--- config.mk ---
export PLATFORM = sky130hd
export DESIGN_NAME = pwm_multi_channel
export DESIGN_NICKNAME = d
export VERILOG_FILES = /design/src/rtl/pwm_multi_channel.sv
export SDC_FILE = /design/constraint.sdc
export NUM_CORES = 1
export LEC_CHECK = 0
export ABC_CLOCK_PERIOD_IN_PS = 5050
export CAP_MARGIN = 30
export CORE_ASPECT_RATIO = 0.9
export CORE_MARGIN = 2
export CORE_UTILIZATION = 60
export CTS_CLUSTER_DIAMETER = 200
export DETAILED_ROUTE_END_ITERATION = 8
export GPL_ROUTABILITY_DRIVEN = 0
export PLACE_DENSITY = 0.92
export SETUP_SLACK_MARGIN = 0.15
export SLEW_MARGIN = 5
export SYNTH_ARGS = -nofsm -noshare
export SYNTH_HDL_FRONTEND = slang
export SYNTH_SLANG_ARGS = --single-unit
--- constraint.sdc ---
create_clock -name clk -period 5.05 [get_ports clk]
set_clock_uncertainty 0.15 [all_clocks]
set_input_delay 0.7575 -clock clk [delete_from_list [all_inputs] [get_ports clk]]
set_output_delay 0.7575 -clock clk [all_outputs]
set_load 0.05 [all_outputs]
--- src/rtl/pwm_multi_channel.sv ---
// Multi-channel PWM generator with a shared period counter and shadow/active duty and period registers.
// Optional PWM_CENTER_ALIGN_EN selects an up/down (centre-aligned) counter instead of the edge-aligned up-counter.
module pwm_multi_channel #(
  parameter int unsigned NUM_CH      = 4,
  parameter int unsigned WIDTH       = 8,
  parameter int unsigned DEFAULT_MAX = 255,
  localparam int unsigned CH_W       = (NUM_CH > 1) ? $clog2(NUM_CH) : 1
) (
  input  logic              clk,
  input  logic              rst_n,
  input  logic              enable,
  input  logic              duty_wr,
  input  logic [CH_W-1:0]   wr_ch,
  input  logic [WIDTH-1:0]  wr_duty,
  input  logic              max_wr,
  input  logic [WIDTH-1:0]  wr_max,
  input  logic              commit,
  output logic              commit_pending,
  output logic              period_start,
  output logic [NUM_CH-1:0] pwm_out
);

  localparam logic [WIDTH-1:0] MAX_RST = WIDTH'(DEFAULT_MAX);

  logic [WIDTH-1:0]  cnt_q, cnt_d;
  logic [WIDTH-1:0]  max_sh_q, max_sh_d;
  logic [WIDTH-1:0]  max_act_q, max_act_d;
  logic [WIDTH-1:0]  duty_sh_q  [NUM_CH];
  logic [WIDTH-1:0]  duty_sh_d  [NUM_CH];
  logic [WIDTH-1:0]  duty_act_q [NUM_CH];
  logic [WIDTH-1:0]  duty_act_d [NUM_CH];
  logic              pend_q, pend_d;
  logic              pstart_q, pstart_d;
  logic [NUM_CH-1:0] pwm_q, pwm_d;
  logic              wrap_c;
  logic              xfer_c;

`ifdef PWM_CENTER_ALIGN_EN
  typedef enum logic {DIR_UP = 1'b0, DIR_DN = 1'b1} dir_e;
  dir_e dir_q, dir_d;

  // Period ends on the 1->0 step while counting down; max_act<=1 has no down leg.
  assign wrap_c = enable &&
                  (((dir_q == DIR_UP) && (cnt_q == max_act_q) && (max_act_q <= WIDTH'(1))) ||
                   ((dir_q == DIR_DN) && (cnt_q == WIDTH'(1))));

  always_comb begin
    cnt_d = cnt_q;
    dir_d = dir_q;
    if (!enable || wrap_c) begin
      cnt_d = '0;
      dir_d = DIR_UP;
    end else if (dir_q == DIR_UP) begin
      if (cnt_q == max_act_q) begin
        cnt_d = cnt_q - WIDTH'(1);
        dir_d = DIR_DN;
      end else begin
        cnt_d = cnt_q + WIDTH'(1);
      end
    end else begin
      cnt_d = cnt_q - WIDTH'(1);
    end
  end

  always_ff @(posedge clk or negedge rst_n) begin
    if (!rst_n) begin
      dir_q <= DIR_UP;
    end else begin
      dir_q <= dir_d;
    end
  end
`else
  assign wrap_c = enable && (cnt_q == max_act_q);

  always_comb begin
    cnt_d = cnt_q;
    if (!enable || wrap_c) begin
      cnt_d = '0;
    end else begin
      cnt_d = cnt_q + WIDTH'(1);
    end
  end
`endif

  // Shadow/active loads are applied at period boundaries or whenever the counter is idle.
  assign xfer_c = (pend_q || commit) && (!enable || wrap_c);

  always_comb begin
    duty_sh_d  = duty_sh_q;
    duty_act_d = duty_act_q;
    max_sh_d   = max_sh_q;
    max_act_d  = max_act_q;
    pend_d     = pend_q;
    for (int unsigned i = 0; i < NUM_CH; i++) begin
      if (duty_wr && (wr_ch == CH_W'(i))) begin
        duty_sh_d[i] = wr_duty;
      end
    end
    if (max_wr) begin
      max_sh_d = wr_max;
    end
    // Same-cycle shadow writes are forwarded into the active set.
    if (xfer_c) begin
      duty_act_d = duty_sh_d;
      max_act_d  = max_sh_d;
      pend_d     = 1'b0;
    end else if (commit) begin
      pend_d = 1'b1;
    end
  end

  always_comb begin
    pwm_d    = '0;
    pstart_d = wrap_c;
    for (int unsigned i = 0; i < NUM_CH; i++) begin
      pwm_d[i] = enable && (cnt_q < duty_act_q[i]);
    end
  end

  always_ff @(posedge clk or negedge rst_n) begin
    if (!rst_n) begin
      cnt_q     <= '0;
      max_sh_q  <= MAX_RST;
      max_act_q <= MAX_RST;
      pend_q    <= 1'b0;
      pstart_q  <= 1'b0;
      pwm_q     <= '0;
      for (int unsigned i = 0; i < NUM_CH; i++) begin
        duty_sh_q[i]  <= '0;
        duty_act_q[i] <= '0;
      end
    end else begin
      cnt_q      <= cnt_d;
      max_sh_q   <= max_sh_d;
      max_act_q  <= max_act_d;
      pend_q     <= pend_d;
      pstart_q   <= pstart_d;
      pwm_q      <= pwm_d;
      duty_sh_q  <= duty_sh_d;
      duty_act_q <= duty_act_d;
    end
  end

  assign commit_pending = pend_q;
  assign period_start   = pstart_q;
  assign pwm_out        = pwm_q;

endmodule
Word-level counts from Yosys, hierarchy flattened
Index checks and enable logic that the tools add are counted.
Storage, ports and cells
  register bits after elaboration: 94
  input port bits: 24
  word-level logic and storage cells: 46
Cells by class
  reductions and logical operators: 15
  add/sub/neg operators: 1
  muxes and demuxes: 8
  equality and inequality tests: 4
  $lt $le $gt $ge: 4
Operators with widths (count)
  8-bit 2-to-1 mux: 6
  8-bit < comparator: 4
  1-bit logical AND: 10
  8-bit by 1-bit adder with 8-bit output, second input constant: 1
  8-bit == test: 1
  2-bit == test, second input constant: 2
  2-bit by 1-bit == test with 1-bit output, second input constant: 1
  2-bit logical NOT: 1
  1-bit logical OR: 2
  1-bit 2-to-1 mux: 2
  2-bit nonzero test: 1
  1-bit logical NOT: 1

Longest topological paths before layout
  word-level depth: 5
  mapped depth: 8
  mapped depth without buffers: 6

Least setup slack after synthesis
OpenSTA, ideal clock, no wires.
  kind: input-to-reg
  from: input port wr_ch[1]
  to: register duty_act_q[24] (netlist bit)
  data arrival time: 1815 ps
  path slack: 2960 ps
  cell stages on the path: 3
  buffers on the path: 0
  required time: 4775 ps
  path through: nor3b_2 mux2_2 mux2_4
RTL lines
  from (decl): line 13  | input logic [CH_W-1:0] wr_ch,
  to (signal assigned): line 140  | duty_act_q <= duty_act_d;
  to (decl): line 30  | logic [WIDTH-1:0] duty_act_q [NUM_CH];

Worst setup path after layout
  from: register cnt_q[2]
  to: register duty_act_q[24] (netlist bit)
On the way
  longest elaborated chain between the ends: 4
RTL lines
  from (decl): line 25  | logic [WIDTH-1:0] cnt_q, cnt_d;
  from (signal assigned): line 133  | cnt_q <= cnt_d;
  8-bit == test: line 73  | assign wrap_c = enable && (cnt_q == max_act_q);
  1-bit logical AND: line 73
  1-bit logical OR: line 86  | assign xfer_c = (pend_q || commit) && (!enable || wrap_c);
  1-bit logical AND: line 86
Every way passes these cells.
A chain may end at the register's enable or synchronous reset.

==> results_dict.tcl <==
set metrics [dict create \
    die-height_microns 86.54 \
    power_leakage_nw 2.418 \
    synth.top_cell.area_share_pct 42.98 \
    hold_violations 0 \
    placed_cells 431 \
    fin_crit_ps 2648 \
    syn-num-nets 365 \
    maxSlewHeadroom_pct 46.66 \
    total_power_mw 2.073 \
    cts_num_sinks 94 \
    min_path_type "input pin to async pin" \
    synth_area_leader_cell "dfrtp_1" \
    ctsRootBufferMaster "clkbuf_8" \
    setup_tns_ps 0 \
    synth.distinct_cells 30 \
    viasPerCell 5.499 \
    cts_made_buffers 9 \
    area_delta_synth_final_pct 12.07 \
    cts_max_level 3 \
    max_slew.worst_pin.slew_ps 800.1 \
    clkLatencyLatePin_ps 370 \
    final_common_cell "dfrtp_1" \
    p_per_area_nw_per_um2 407.3 \
    grt_pass1_wl_mm 13.33 \
    core-area_sq_um 7432 \
    synth.avg_cell_area_sq_um 14.56 \
    fin_crit_sh_pct 52.43 \
    dr.pass1.iters 4 \
    rsz0062_at_grt "no" \
    drv_slew 0 \
    grt_pass1_vias 2735 \
    antenna_cells 0 \
    io_pins 30 \
    yosys-top-cells-area "dfrtp_1, mux2_4, mux2_2" \
    cp-start-kind "flip-flop" \
    fmax_mhz 377.7 \
    cap_violations 0 \
    wl_per_cell_microns 18.01 \
    rows 30 \
    synth_area_sq_um 4542 \
    placed_area_sq_um 4842 \
    grt_overflow 0 \
    cts-hold-fix-buffers 0 \
    cts_resized 0 \
    criticalPathCategory "flip-flop to flip-flop" \
    critPathRequiredTime_ps 5170 \
    grt_use_total_pct 21.77 \
    cts.path.max_buffers 2 \
    nNetsFinal 399 \
    wl_mm 8.049 \
    cp_max_fo 40 \
    layout.cell_area.non_filler_sq_um 5090 \
    start_util_pct 61.11 \
    fin_cells 447 \
    ant_nets 0 \
    dieArea_sq_um 8283 \
    post_cts_buffers 0 \
    cts_tree "yes" \
    drive_gt1_share_pct 34.19 \
    status "finished clean" \
    syn_inst 312 \
    vias 2458 \
    end_kind "flip-flop" \
    path_clk_slew_ps 90 \
    setup_ws_ps 2402 \
    grt_antenna_before_repair 0 \
    worstPathArrival_ps 2760 \
    die_w_microns 95.71 \
    ys_seq_area_share_pct 52.23 \
    hpwl_mm 5.503 \
    most-common-layout-cells "dfrtp_1, mux2_2, mux2_4, inv_1, ha_1" \
    drc 0 \
    ys_warn_count 0 \
    numPortBuffers 29 \
    grt_max_degree 57 \
    drt-initial-drc-count 130 \
    ys_ff_latch 94 \
    setup_viol 0 \
    vdd_drop_max_mv 0.1854 \
    dp_slack_ps 2203 \
]
[state kept, by name, indices dropped and copies added, names as in the netlist]
signal          count
duty_act_q         32
max_act_q           8
max_sh_q            8
period_start        1
duty_sh_q          32
commit_pending      1
pwm_out             4
cnt_q               8
[metrics by stage]
stage,hold WS (ps),util (%)
2_1_floorplan,311.9,-
3_3_place_gp,326.9,65.15
3_5_place_dp,333.0,65.15
4_1_cts,290.5,68.48
5_1_grt,299.1,68.48
6_report,265.7,68.48
[routing by layer]
metal,vias up,track usage (%),part of all wire (%)
met1,1241,28.97,47
met5,-,0,0
li1,1151,-,-
met4,0,8.442,2.5
met3,20,5.826,3.4
met2,46,34.33,47
[worst paths after layout]
path,to,startpoint,cells past startpoint,slack [ps]
setup / recovery,duty_act_q[24]$_DFFE_PN0P_,cnt_q[2]$_DFF_PN0_,5,2400
hold / removal,duty_act_q[1]$_DFFE_PN0P_,rst_n,1,270
setup reg to reg,duty_act_q[24]$_DFFE_PN0P_,cnt_q[2]$_DFF_PN0_,5,2400
hold reg to reg,duty_sh_q[23]$_DFF_PN0_,duty_sh_q[23]$_DFF_PN0_,1,350
max in group asynchronous,duty_act_q[20]$_DFFE_PN0P_,rst_n,2,3520
min in group clk,duty_sh_q[23]$_DFF_PN0_,duty_sh_q[23]$_DFF_PN0_,1,350
[cell type report]
class,count,area [sq um]
sequential,94,2372
timing repair buffer,30,295.3
fill,491,2342
clock inverter,5,106.4
tap,96,120.1
inverter,30,112.6
multi-input combinational,181,1942
clock buffer,11,141.4
[cell families after synthesis]
logic type,after synthesis,synth area share [%]
flops,94,52.23
mux,80,23.14
buf+inv,37,5.014
compound gates,29,5.097
fa+ha+maj,29,7.989
simple gates,29,3.829
xor+xnor,14,2.700
[worst max-delay path, cell delays in order (launching register included)]
cell	delay (ps)
dfrtp_1	520
xnor2_1	260
nand4_2	180
o21ai_4	300
and2_4	730
mux2_4	360
[synth_stat cells, drive strengths merged]
| library cell | instances |
|---|---|
| nand2b | 4 |
| dfrtp | 78 |
| nor2 | 8 |
| nor3 | 1 |
| inv | 30 |
| xnor2 | 9 |
| a211oi | 4 |
| clkbuf | 1 |
| buf | 6 |
| a21o | 8 |
| o21ai | 1 |
| o211ai | 4 |
| nand3b | 2 |
| a2111oi | 4 |
| or2 | 1 |
| and2b | 1 |
| xor2 | 5 |
| and3 | 2 |
| mux2 | 80 |
| and2 | 1 |
| dfstp | 16 |
| nor3b | 1 |
| nand3 | 6 |
| nand4 | 2 |
| ha | 29 |
| o21a | 8 |
[where the power goes]
group          total, mW  internal [mW]  switching (mW)
logic              0.469          0.277           0.192
registers           1.00          0.918          0.0843
clock network      0.602          0.343           0.259
No activity file was read; power rests on OpenSTA's default activity.
==> patch 1: new RTL, same flow settings <==
Register the input `wr_duty` before use, without a reset. The logic sees it one clock later. The other inputs are not delayed to match.
--- a/src/rtl/pwm_multi_channel.sv
+++ b/src/rtl/pwm_multi_channel.sv
@@ -21,6 +21,12 @@
 );
 
   localparam logic [WIDTH-1:0] MAX_RST = WIDTH'(DEFAULT_MAX);
+
+  logic [WIDTH-1:0] wr_duty_q;
+
+  always_ff @(posedge clk) begin
+    wr_duty_q <= wr_duty;
+  end
 
   logic [WIDTH-1:0]  cnt_q, cnt_d;
   logic [WIDTH-1:0]  max_sh_q, max_sh_d;
@@ -93,7 +99,7 @@
     pend_d     = pend_q;
     for (int unsigned i = 0; i < NUM_CH; i++) begin
       if (duty_wr && (wr_ch == CH_W'(i))) begin
-        duty_sh_d[i] = wr_duty;
+        duty_sh_d[i] = wr_duty_q;
       end
     end
     if (max_wr) begin
Formal check against the unedited RTL: not equivalent (Yosys sat finds a counterexample within 4 cycles, from zero or initial values and one cycle with rst_n low).
==> patch 1 against the original RTL <==
  * Synthesized area increased by 3.2%
  * Non-clock buffer count unchanged
  * Cell area increased by 2.1%
  * Die area increased by 3.1%
  * Sequential share of layout area increased by 2.1 points
  * Routed wire length decreased by 0.53%
  * Worst hold slack got worse by 92 ps
  * Setup slack got worse by 14 ps
  * Sequential power increased by 7%
  * Sequential cell count increased by 8
  * Critical path depth unchanged
  * Total power decreased by 3.0%
==> patch 1: results (changes against the original RTL) <==
iteration-0 DRC count of the detailed router - 110 (was 130)
leakage power - 2.46 nW (was 2.42 nW)
switching power - 0.000563 W (was 0.000535 W)
worst hold slack - 173 ps (was 266 ps)
status - complete, no violations (unchanged)
largest net degree at the start of global routing - 63 (was 57)
DP Wirelength - 5500 µm (about the same)
placed cell area - 5020 µm² (was 4840 µm²)
crit share post-route - 0.527 (was 0.524)
share of cells above drive strength 1 - 0.338 (was 0.342)
Place WS - 2230 ps (was 2200 ps)
Netlist cell types - 29 (was 30)
Max VDD drop - 0.000167 V (was 0.000185 V)
Post-synth top cells - dfrtp_1 (78), mux2_2 (40), mux2_4 (40) (unchanged)
Vias - 2529 (was 2458)
xor and xnor area share after synthesis - 0.0262 (was 0.0270)
Synth Area in Compound Gates - 0.0494 (was 0.0510)
register area share after synthesis - 0.540 (was 0.522)
vias per inst - 5.57 (was 5.50)
routed len/inst - 17.6 µm (was 18.0 µm)
syn nets - 371 (was 365)
vias in the first global route - 2668 (was 2735)
DP Cell Count - 438 (was 431)
nets@finish - 406 (was 399)
mux contribution to synthesized area - 0.224 (was 0.231)
first-pass GRT wire length - 13400 µm (was 13300 µm)
Rel. slew slack - 0.470 (was 0.467)
area share of fa/ha/maj cells after synthesis - 0.0774 (was 0.0799)
Critical Path AT - 2770 ps (was 2760 ps)
Cells after Synth - 318 (was 312)
fraction of registers with async set/reset - 0.922 (was 1.00)
antenna violations before repair - 0 (unchanged)
## patch 1: cell types whose count changed after synthesis
cell / delta
dfxtp_1: +8
nand3_1: -3
xnor2_1: +3
xor2_1: -3
and3_1: +1
and3_2: -1
buf_6: -1
nand2_1: +1
nand4_1: -1
nand4_2: +1
nor2_1: +1
## patch 1: per-layer routing
metal  global-route usage  up-vias  part of all wire
li1                     -     1176                 -
met1                0.267     1275              0.46
met2                0.335       57              0.47
met3               0.0662       21             0.045
met4               0.0691        0             0.020
met5                    0        -                 0
## patch 1: cell type report
class | instances | area [µm²] | area share
Inverter | 30 | 113 | 0.0217
Clock buffer | 9 | 124 | 0.0238
Timing Repair Buffer | 30 | 315 | 0.0606
Tap cell | 96 | 120 | 0.0231
Sequential cell | 102 | 2530 | 0.487
Multi-Input combinational cell | 180 | 1940 | 0.373
Clock inverter | 7 | 55.1 | 0.0106
## patch 1: power groups by stage
stage                     Combinational, W  Sequential, W  Clock (W)
after floorplan                   0.000368        0.00106          0
after global placement            0.000445        0.00108          0
after detailed placement          0.000473        0.00108          0
after CTS                         0.000476        0.00107   0.000485
after global routing              0.000520        0.00109   0.000523
final                             0.000471        0.00107   0.000472
## patch 1: worst paths after layout
path / endpoint / startpoint
max: duty_act_q[11]$_DFFE_PN0P_ / cnt_q[3]$_DFF_PN0_
min: duty_sh_q[9]$_DFF_PN0_ / rst_n
max reg2reg: duty_act_q[11]$_DFFE_PN0P_ / cnt_q[3]$_DFF_PN0_
min reg2reg: duty_sh_q[21]$_DFF_PN0_ / duty_sh_q[21]$_DFF_PN0_
max in group asynchronous: max_act_q[3]$_DFFE_PN1P_ / rst_n
min in group clk: duty_sh_q[21]$_DFF_PN0_ / duty_sh_q[21]$_DFF_PN0_
==> patch 2: new RTL, config.mk and constraints unchanged <==
Without the edit above. The option `PWM_CENTER_ALIGN_EN` is turned on by a define.
--- a/src/rtl/pwm_multi_channel.sv
+++ b/src/rtl/pwm_multi_channel.sv
@@ -1,5 +1,7 @@
 // Multi-channel PWM generator with a shared period counter and shadow/active duty and period registers.
 // Optional PWM_CENTER_ALIGN_EN selects an up/down (centre-aligned) counter instead of the edge-aligned up-counter.
+`define PWM_CENTER_ALIGN_EN
+
 module pwm_multi_channel #(
   parameter int unsigned NUM_CH      = 4,
   parameter int unsigned WIDTH       = 8,
Function: changed (Yosys sat finds a counterexample within 10 cycles, from zero or initial values and one cycle with rst_n low).
==> patch 2 against the original RTL <==
  * Sequential cell count rose by 1
  * Synthesized area rose by 3.6%
  * Routed wire length rose by 11%
  * Largest power group unchanged
  * Non-clock buffer count rose by 2
  * Global-route usage rose by 1.4 points
  * Setup slack got worse by 460 ps
  * Total power fell by 0.11%
  * Largest cell class unchanged
  * Highest routed layer unchanged
  * Cell area rose by 3.7%
==> patch 2: results (changes against the original RTL) <==
syn nets - 412 (was 365)
worst-margin pin slew - 924 ps (was 800 ps)
power share of the clock group - 0.245 (was 0.290)
Post-synth top cells - dfrtp_1 (79), mux2_2 (40), mux2_4 (40) (was dfrtp_1 (78), mux2_2 (40), mux2_4 (40))
mux contribution to synthesized area - 0.236 (was 0.231)
critical path fanouts, max - 25 (was 40)
nets@finish - 447 (was 399)
placed cell area - 5070 µm² (was 4840 µm²)
Max VDD drop - 0.000245 V (was 0.000185 V)
Netlist cell types - 29 (was 30)
iteration-0 DRC count of the detailed router - 141 (was 130)
met2 Use GR - 0.409 (was 0.343)
worst-skew pair later-pin latency - 360 ps
Post-Syn Area per Cell - 13.2 µm² (was 14.6 µm²)
Cell Count, Final, Fillers Out - 493 (was 447)
Synth Area in Compound Gates - 0.0372 (was 0.0510)
met1 usage - 0.284 (was 0.290)
Switching Fraction - 0.284 (was 0.258)
Buffers on Ports - 29 (unchanged)
clock root cell - clkbuf_8 (unchanged)
Place WS - 1860 ps (was 2200 ps)
xor and xnor area share after synthesis - 0.0279 (was 0.0270)
status - complete, no violations (unchanged)
register area share after synthesis - 0.509 (was 0.522)
share of cells above drive strength 1 - 0.295 (was 0.342)
first-pass GRT wire length - 15400 µm (was 13300 µm)
met3 Use GR - 0.0583 (about the same)
vias in the first global route - 3104 (was 2735)
DP Cell Count - 477 (was 431)
Vias - 2785 (was 2458)
antenna violations before repair - 0 (unchanged)
Hold Path Class - in2async (unchanged)
largest net degree at the start of global routing - 51 (was 57)
Total Power - 0.00207 W (about the same)
top post-synthesis cells by area - dfrtp_1 (42%), mux2_4 (13%), mux2_2 (9.6%), dfstp_2 (8.9%), ha_1 (8.2%) (was dfrtp_1 (43%), mux2_4 (13%), mux2_2 (9.9%), dfstp_2 (9.3%), ha_1 (8.0%))
leakage power - 2.55 nW (was 2.42 nW)
DP Wirelength - 6300 µm (was 5500 µm)
Largest regs - duty_act_q x32, duty_sh_q x32 (unchanged)
final WL - 8930 µm (was 8050 µm)
area share of fa/ha/maj cells after synthesis - 0.0824 (was 0.0799)
TritonRoute pass-1 iters - 6 (was 4)
setup bufs post-CTS - 0 (unchanged)
CTS max path bufs - 2 (unchanged)
gr usage total - 0.232 (was 0.218)
-- patch 2: path summary, 6_finish.rpt --
| path | slack [ps] | startpoint | endpoint | cells after the start |
|---|---|---|---|---|
| max in group asynchronous | 3490 | rst_n | duty_act_q[5]$_DFFE_PN0P_ | 2 |
| max | 1940 | cnt_q[1]$_DFF_PN0_ | duty_act_q[30]$_DFFE_PN0P_ | 8 |
| min reg2reg | 350 | duty_sh_q[6]$_DFF_PN0_ | duty_sh_q[6]$_DFF_PN0_ | 1 |
| min in group clk | 350 | duty_sh_q[6]$_DFF_PN0_ | duty_sh_q[6]$_DFF_PN0_ | 1 |
| max reg2reg | 1940 | cnt_q[1]$_DFF_PN0_ | duty_act_q[30]$_DFFE_PN0P_ | 8 |
| min | 230 | rst_n | duty_act_q[17]$_DFFE_PN0P_ | 1 |
-- patch 2: critical path: stages (launching register included) --
cell     delay [ps]
dfrtp_1         640
inv_1           150
ha_1            210
nand2_1          70
nor3_2           40
nor2_1          210
a21o_2          750
buf_4           430
mux2_4          330
-- patch 2: per-layer routing --
layer / vias to the layer above / routed length [µm]
met4: 0 / 174
met1: 1424 / 3970
met3: 15 / 310
met2: 51 / 4480
li1: 1295 / -
met5: - / 0
-- patch 2: area by class of cell --
cell class	instances	area [µm²]
Sequential cell	95	2400
Fill cell	490	2310
Multi-Input combinational cell	219	2110
Timing Repair Buffer	32	308
Clock buffer	11	151
Inverter	35	131
Tap cell	96	120
Clock inverter	5	56.3
-- patch 2: stage by stage --
stage | hold WS (ps) | util
after global routing | 260 | 0.696
after floorplan | 312 | -
after detailed placement | 334 | 0.668
final | 225 | 0.696
after global placement | 331 | 0.668
after CTS | 234 | 0.696
